$ cat src/rtl/sr_pulse_driver.sv
`default_nettype none
// ============================================================================
//  Module      : sr_pulse_driver
//  Description : Debounces raw set/clear requests and drives one-cycle s/r
//                pulses into a downstream SR flip-flop. After each pulse it
//                checks the flip-flop feedback and raises a sticky error flag
//                on mismatch. A request held high yields exactly one pulse.
//                Optional auto-clear: define SR_PULSE_DRIVER_AUTOCLR_EN to
//                issue an r pulse HOLD_CYCLES cycles after a confirmed set.
//  Revision    : 1.0 - initial release
// ============================================================================
module sr_pulse_driver #(
    parameter int DEBOUNCE_CYCLES = 4,
    parameter int HOLD_CYCLES     = 16
) (
    input  logic clk,
    input  logic reset,
    input  logic set_req,
    input  logic clr_req,
    input  logic q_fb,
    output logic s,
    output logic r,
    output logic busy,
    output logic err
);

    typedef enum logic [2:0] {
        IDLE      = 3'd0,
        DEB_SET   = 3'd1,
        DEB_CLR   = 3'd2,
        PULSE_SET = 3'd3,
        PULSE_CLR = 3'd4,
        CHECK     = 3'd5,
        WAIT_REL  = 3'd6
    } state_t;

    localparam logic [7:0] C_DEB_TARGET = 8'(DEBOUNCE_CYCLES);
    localparam logic [7:0] C_DEB_MAX    = 8'hFF;

    // Out-of-range configurations are rejected at elaboration.
    if ((DEBOUNCE_CYCLES < 1) || (DEBOUNCE_CYCLES > 255) ||
        (HOLD_CYCLES < 1) || (HOLD_CYCLES > 65535)) begin : g_param_check
        $error("sr_pulse_driver: DEBOUNCE_CYCLES or HOLD_CYCLES out of range");
    end

    state_t     r_state;
    state_t     w_state_next;
    logic [7:0] r_deb_cnt;
    logic [7:0] w_deb_cnt_next;
    logic [7:0] w_deb_inc;
    logic       w_deb_done;
    logic       w_first_done;
    logic       r_exp_q;
    logic       w_exp_q_next;
    logic       r_s;
    logic       r_r;
    logic       r_busy;
    logic       r_err;
    logic       w_err_next;
    logic       w_auto_clr;

    // Saturating increment: the counter parks at its maximum, never wraps.
    assign w_deb_inc    = (r_deb_cnt == C_DEB_MAX) ? C_DEB_MAX : (r_deb_cnt + 8'd1);
    assign w_deb_done   = (w_deb_inc >= C_DEB_TARGET);
    // With a one-cycle debounce the very first sample already qualifies.
    assign w_first_done = (C_DEB_TARGET <= 8'd1);

    // Next-state, debounce count, expected feedback and sticky error.
    always_comb begin
        w_state_next   = r_state;
        w_deb_cnt_next = r_deb_cnt;
        w_exp_q_next   = r_exp_q;
        w_err_next     = r_err;
        case (r_state)
            IDLE: begin
                if (w_auto_clr) begin
                    w_state_next   = PULSE_CLR;
                    w_deb_cnt_next = 8'd0;
                    w_exp_q_next   = 1'b0;
                end else if (clr_req) begin
                    if (w_first_done) begin
                        w_state_next   = PULSE_CLR;
                        w_deb_cnt_next = 8'd0;
                        w_exp_q_next   = 1'b0;
                    end else begin
                        w_state_next   = DEB_CLR;
                        w_deb_cnt_next = 8'd1;
                    end
                end else if (set_req) begin
                    if (w_first_done) begin
                        w_state_next   = PULSE_SET;
                        w_deb_cnt_next = 8'd0;
                        w_exp_q_next   = 1'b1;
                    end else begin
                        w_state_next   = DEB_SET;
                        w_deb_cnt_next = 8'd1;
                    end
                end
            end
            DEB_SET: begin
                if (clr_req) begin
                    // A clear request pre-empts a set in progress.
                    if (w_first_done) begin
                        w_state_next   = PULSE_CLR;
                        w_deb_cnt_next = 8'd0;
                        w_exp_q_next   = 1'b0;
                    end else begin
                        w_state_next   = DEB_CLR;
                        w_deb_cnt_next = 8'd1;
                    end
                end else if (!set_req) begin
                    w_state_next   = IDLE;
                    w_deb_cnt_next = 8'd0;
                end else if (w_deb_done) begin
                    w_state_next   = PULSE_SET;
                    w_deb_cnt_next = 8'd0;
                    w_exp_q_next   = 1'b1;
                end else begin
                    w_deb_cnt_next = w_deb_inc;
                end
            end
            DEB_CLR: begin
                // set_req has no influence while a clear is being debounced.
                if (!clr_req) begin
                    w_state_next   = IDLE;
                    w_deb_cnt_next = 8'd0;
                end else if (w_deb_done) begin
                    w_state_next   = PULSE_CLR;
                    w_deb_cnt_next = 8'd0;
                    w_exp_q_next   = 1'b0;
                end else begin
                    w_deb_cnt_next = w_deb_inc;
                end
            end
            PULSE_SET: begin
                w_state_next = CHECK;
            end
            PULSE_CLR: begin
                w_state_next = CHECK;
            end
            CHECK: begin
                if (q_fb != r_exp_q) begin
                    w_err_next = 1'b1;
                end
                w_state_next = WAIT_REL;
            end
            WAIT_REL: begin
                if (w_auto_clr) begin
                    w_state_next   = PULSE_CLR;
                    w_deb_cnt_next = 8'd0;
                    w_exp_q_next   = 1'b0;
                end else if (!set_req && !clr_req) begin
                    w_state_next = IDLE;
                end
            end
            default: begin
                w_state_next   = IDLE;
                w_deb_cnt_next = 8'd0;
            end
        endcase
    end

    // State register; s/r/busy are registered from the next state so the
    // pulses are clean flop outputs aligned with PULSE_SET/PULSE_CLR.
    always_ff @(posedge clk) begin
        if (reset) begin
            r_state   <= IDLE;
            r_deb_cnt <= 8'd0;
            r_exp_q   <= 1'b0;
            r_s       <= 1'b0;
            r_r       <= 1'b0;
            r_busy    <= 1'b0;
            r_err     <= 1'b0;
        end else begin
            r_state   <= w_state_next;
            r_deb_cnt <= w_deb_cnt_next;
            r_exp_q   <= w_exp_q_next;
            r_s       <= (w_state_next == PULSE_SET);
            r_r       <= (w_state_next == PULSE_CLR);
            r_busy    <= (w_state_next != IDLE);
            r_err     <= w_err_next;
        end
    end

`ifdef SR_PULSE_DRIVER_AUTOCLR_EN
    localparam logic [16:0] C_HOLD_TARGET = 17'(HOLD_CYCLES);
    localparam logic [15:0] C_HOLD_MAX    = 16'hFFFF;

    logic [15:0] r_hold_cnt;
    logic        r_hold_act;
    logic [16:0] w_hold_inc;
    logic        w_hold_confirm;
    logic        w_pulse_next;

    // The counter is 0 during the CHECK cycle and counts elapsed cycles after
    // it, so the auto-clear r lands HOLD_CYCLES cycles after CHECK.
    assign w_hold_confirm = (r_state == CHECK) && r_exp_q && q_fb;
    assign w_hold_inc     = {1'b0, r_hold_cnt} + 17'd1;
    assign w_auto_clr     = r_hold_act && (w_hold_inc >= C_HOLD_TARGET);
    assign w_pulse_next   = (w_state_next == PULSE_SET) || (w_state_next == PULSE_CLR);

    // Hold timer: any pulse restarts it; a confirmed set arms it.
    always_ff @(posedge clk) begin
        if (reset) begin
            r_hold_cnt <= 16'd0;
            r_hold_act <= 1'b0;
        end else if (w_pulse_next) begin
            r_hold_cnt <= 16'd0;
            r_hold_act <= 1'b0;
        end else if (r_hold_act || w_hold_confirm) begin
            if (r_hold_cnt != C_HOLD_MAX) begin
                r_hold_cnt <= w_hold_inc[15:0];
            end
            r_hold_act <= 1'b1;
        end
    end
`else
    assign w_auto_clr = 1'b0;
`endif

    assign s    = r_s;
    assign r    = r_r;
    assign busy = r_busy;
    assign err  = r_err;

endmodule
`default_nettype wire

$ cat config.mk
export PLATFORM = sky130hd
export DESIGN_NAME = sr_pulse_driver
export DESIGN_NICKNAME = d
export VERILOG_FILES = /design/src/rtl/sr_pulse_driver.sv
export SDC_FILE = /design/constraint.sdc
export NUM_CORES = 1
export LEC_CHECK = 0
export CAP_MARGIN = 20
export CORE_UTILIZATION = 25
export DETAILED_ROUTE_END_ITERATION = 6
export PLACE_DENSITY = 0.45
export SYNTH_ARGS = -nofsm -noshare
export SYNTH_HDL_FRONTEND = slang
export SYNTH_SLANG_ARGS = --single-unit
$ cat constraint.sdc
create_clock -name clk -period 1.7 [get_ports clk]
set_input_delay 0.17 -clock clk [delete_from_list [all_inputs] [get_ports clk]]
set_output_delay 0.17 -clock clk [all_outputs]
set_load 0.01 [all_outputs]
==> results.txt <==
----------------------------------------------------
[GRT]
  Pin count of the biggest net entering global routing ... 14
  Global-route congestion overflow total ... 0
  Wire length of the first global-routing pass ... 3900 um
  GR Util All Layers ... 14.6%
  Antenna violations before repair ... 0
  Via count of the first global-routing pass ... roughly 850

[Placement]
  Number of I/O port buffers ... 8
  Last weighted congestion value of the routability-driven placer ... between 0.7 and 0.8
  Cell Area, Placed ... 1210 um^2
  Worst slack, placed ... -171 ps
  Number of placed instances, taps included ... 179
  HPWL Detailed ... between 1500 and 2000 um

[Power and ir drop]
  Leak ... 0.518 nW
  Overall power consumption ... 0.833 mW
  Highest ir drop seen on vdd ... ~310 uV
  Cell area power density ... about 640 nW/um^2

[Run status]
  Run status ... finished with violations
  Violated checks ... negative setup slack

[Worst hold path]
  Path category of the worst min-delay check ... reg -> reg
  HP Start ... err
  Worst Hold Endpoint ... err
  Number of cells traversed by the worst hold path ... 2

[Synthesis]
  FFs w/ async S/R, synth ... 0%
  Unique masters post-synth ... 41
  Multiplexer fraction of the synthesized cell area ... roughly 1.3%
  Net count after synthesis ... about 120
  Main flop type after synthesis ... sky130_fd_sc_hd__dfxtp_1
  Compound-Gate Fraction of Synth Area ... 23.6%
  Area share of and/or/nand/nor cells after synthesis ... a little under a third
  Area of the mapped netlist ... roughly 900 um^2
  Adder-cell share of the synthesized area ... 1.40%
  Largest family of logic cells by synthesized area ... simple AND/OR/NAND/NOR gates
  Post-synth EDFFs ... 0
  Sequential share of the synthesized area ... 35.8%
  Syn avg cell area ... 8.13 um^2
  Number of standard cells after synthesis ... 110
  Yosys warning count ... 0
  Synthesized-area fraction occupied by xor and xnor cells ... ~2.9%
  Synthesized flop and latch total ... 16

[Route]
  Number of vias after detailed routing ... about 900
  Routed met3 length ... about 56 um
  Router iterations before antenna repair ... 3
  Highest routed layer ... met4
  Wire length on met1 ... between 1000 and 1500 um
  Post-route DRC violation count ... 0
  Drt via density ... around 4.8
  Antenna violation net count after detailed routing ... 0
  Detailed route wirelength on metal2 ... approximately 1200 um
  Aggregate routed wire length ... 2390 um
  First DRT Iteration DRCs ... 34
  Detailed-route wire length per cell ... 13.1 um

[Cells and area]
  Fin nets ... ~140
  Antenna cells ... 0
  Area growth, synth to finish ... 45.5%
  Most common cell after layout, fill and taps aside ... sky130_fd_sc_hd__buf_4
  Commonest non-fill, non-tap cells in the layout ... sky130_fd_sc_hd__buf_4, sky130_fd_sc_hd__dfxtp_1, sky130_fd_sc_hd__nand2_1
  Final design area excluding fillers ... between 1000 and 1500 um^2
  Fraction of final layout cells sized beyond drive strength 1 ... 35.8%
  Share of the core filled with cells ... 38.4%
  Number of standard cells in the final layout excluding fillers ... 183

[Timing]
  Slew at the pin with the worst max-slew slack ... 433 ps
  Final hold viol count ... 0
  RSZ-0062 raised after global routing ... yes
  Share of the cycle needed by the critical path after routing ... 108%
  Worst hold-check slack ... 486 ps
  Fin Clk Skew ... 5.83 ps
  Max transition margin ... just over 70%
  Setup slack of the critical path after layout ... -131 ps
  Endpoints failing setup ... 5
  Setup tns final ... -430 ps
  Min cycle time layout ... 1830 ps
  Highest Clock Rate ... 0.546 GHz
  Max-slew violations ... 0

[Critical path]
  RR Endpoint ... r_deb_cnt[0]
  Cell at the slowest stage of the critical path ... sky130_fd_sc_hd__or3_4
  Worst endpoint required time ... 1880 ps
  Delay contributed by the slowest stage of the critical path ... 430 ps
  CP Class ... reg -> reg
  Cells along the critical path ... ha_4, and3_4, nor4_2, a31oi_1, or3_4, o41ai_4
  Reg2reg path depth ... 6
  Arr. time, crit path ... 2010 ps
  Crit path max-delay family ... simple AND/OR/NAND/NOR gates
  Sum of buffers and inverters on the critical path ... 0
  CP Max Fanout ... 4
  Kind of end point of the critical path ... flop
  CP startpoint ... r_deb_cnt[1]
  Startpoint type of the worst setup path ... flop
  Number of gates on the worst path with buffers counted ... 6
  Minimum setup slack among reg-to-reg paths ... -130 ps
  Launch instance of the worst register-to-register path ... r_deb_cnt[1]

[Job]
  Max-capacitance violation count ... 0

[Die]
  Overall die height ... 61.8 um
  Initial cell density of the core ... 26.4%
  Count of boundary I/O pins ... 9
  Die area ... 3820 um^2
  Placeable core region ... 3390 um^2
  Die X-Extent ... roughly 62 um
  Row cnt ... 21

[Clocking]
  Latest clock arrival within the worst-skew pair ... 290 ps
  Number of setup buffers added after CTS ... 0
  Number of buffers added by the clock tree synthesis step ... 3
  Maximum clock insertion buffer count ... 2
  TritonCTS clock tree ... done
  Clock root cell ... sky130_fd_sc_hd__clkbuf_4
  Clock slew seen by the registers of the worst setup and hold paths ... 100 ps
  Number of levels in the clock H-tree ... 1
  Clock sinks ... 16

----------------------------------------------------
-- registers in the layout, indices dropped and copies added (netlist names) --
name,flops
busy,1
err,1
r,1
r_deb_cnt,8
r_exp_q,1
r_state,3
s,1
-- metal layers --
metal | GRT usage [%] | vias up
met5 | 0 | -
met4 | 4.76 | 0
met3 | 4.35 | 5
met2 | 25.3 | 10
met1 | 17.3 | 406
li1 | - | 454
-- cell type report --
class | count | area (um^2)
tap | 46 | 57.6
timing repair buffer | 29 | 250
inverter | 5 | 18.8
sequential | 16 | 330
clock buffer | 4 | 36.3
multi-input combinational | 83 | 608
fill | 344 | 2090
-- cells in the mapped netlist (2+ instances only) --
cell	n	share of area [%]
sky130_fd_sc_hd__xnor2_1	2	2.0
sky130_fd_sc_hd__nor4_1	4	2.8
sky130_fd_sc_hd__a21oi_1	9	5.0
sky130_fd_sc_hd__o21ai_0	8	4.5
sky130_fd_sc_hd__o41ai_2	2	3.6
sky130_fd_sc_hd__nand2_1	11	4.6
sky130_fd_sc_hd__or4_1	2	1.7
sky130_fd_sc_hd__dfxtp_1	16	36
sky130_fd_sc_hd__o31ai_1	4	3.4
sky130_fd_sc_hd__nor3_1	2	1.1
sky130_fd_sc_hd__and2_1	6	4.2
sky130_fd_sc_hd__nor2_1	7	2.9
sky130_fd_sc_hd__clkbuf_1	5	2.1
sky130_fd_sc_hd__inv_1	5	2.1
-- power by group --
group	internal [mW]	switching, mW	leakage (nW)	total (mW)
Combinational	0.0905	0.0805	0.365	0.171
Sequential	0.389	0.0146	0.132	0.403
Clock	0.131	0.128	0.0210	0.258
-- worst max path at each step --
| stage | to | slack [ps] |
|---|---|---|
| floorplan | r_exp_q | -40 |
| global placement | s | -150 |
| detailed placement | r_deb_cnt[0] | -170 |
| CTS | r_deb_cnt[0] | -120 |
| global route | r_deb_cnt[0] | -200 |
| finish | r_deb_cnt[0] | -130 |
-- cell families (layout without fill, tap and decap cells) --
group / after synthesis / in the layout
AO/OA/AOI/OAI: 31 / 31
XOR/XNOR: 3 / 3
multiplexers: 1 / 1
AND/OR/NAND/NOR: 47 / 47
flip-flops: 16 / 16
buffers and inverters: 11 / 38
adder cells (fa/ha/maj): 1 / 1
-- worst register-to-register path: cells and delay by family (launching register included) --
family          cells  cell delay (ps)
simple gates        3              870
compound gates      2              330
fa+ha+maj           1              160
flops               1              370
-- repair_timing --
action	4_1_cts	5_1_grt
hold buffers	0	0
pin swaps	2	2
hold endpoints to repair	0	0
setup endpoints to repair	5	7
resized for setup	3	11
(Power assumes the default switching activity.)
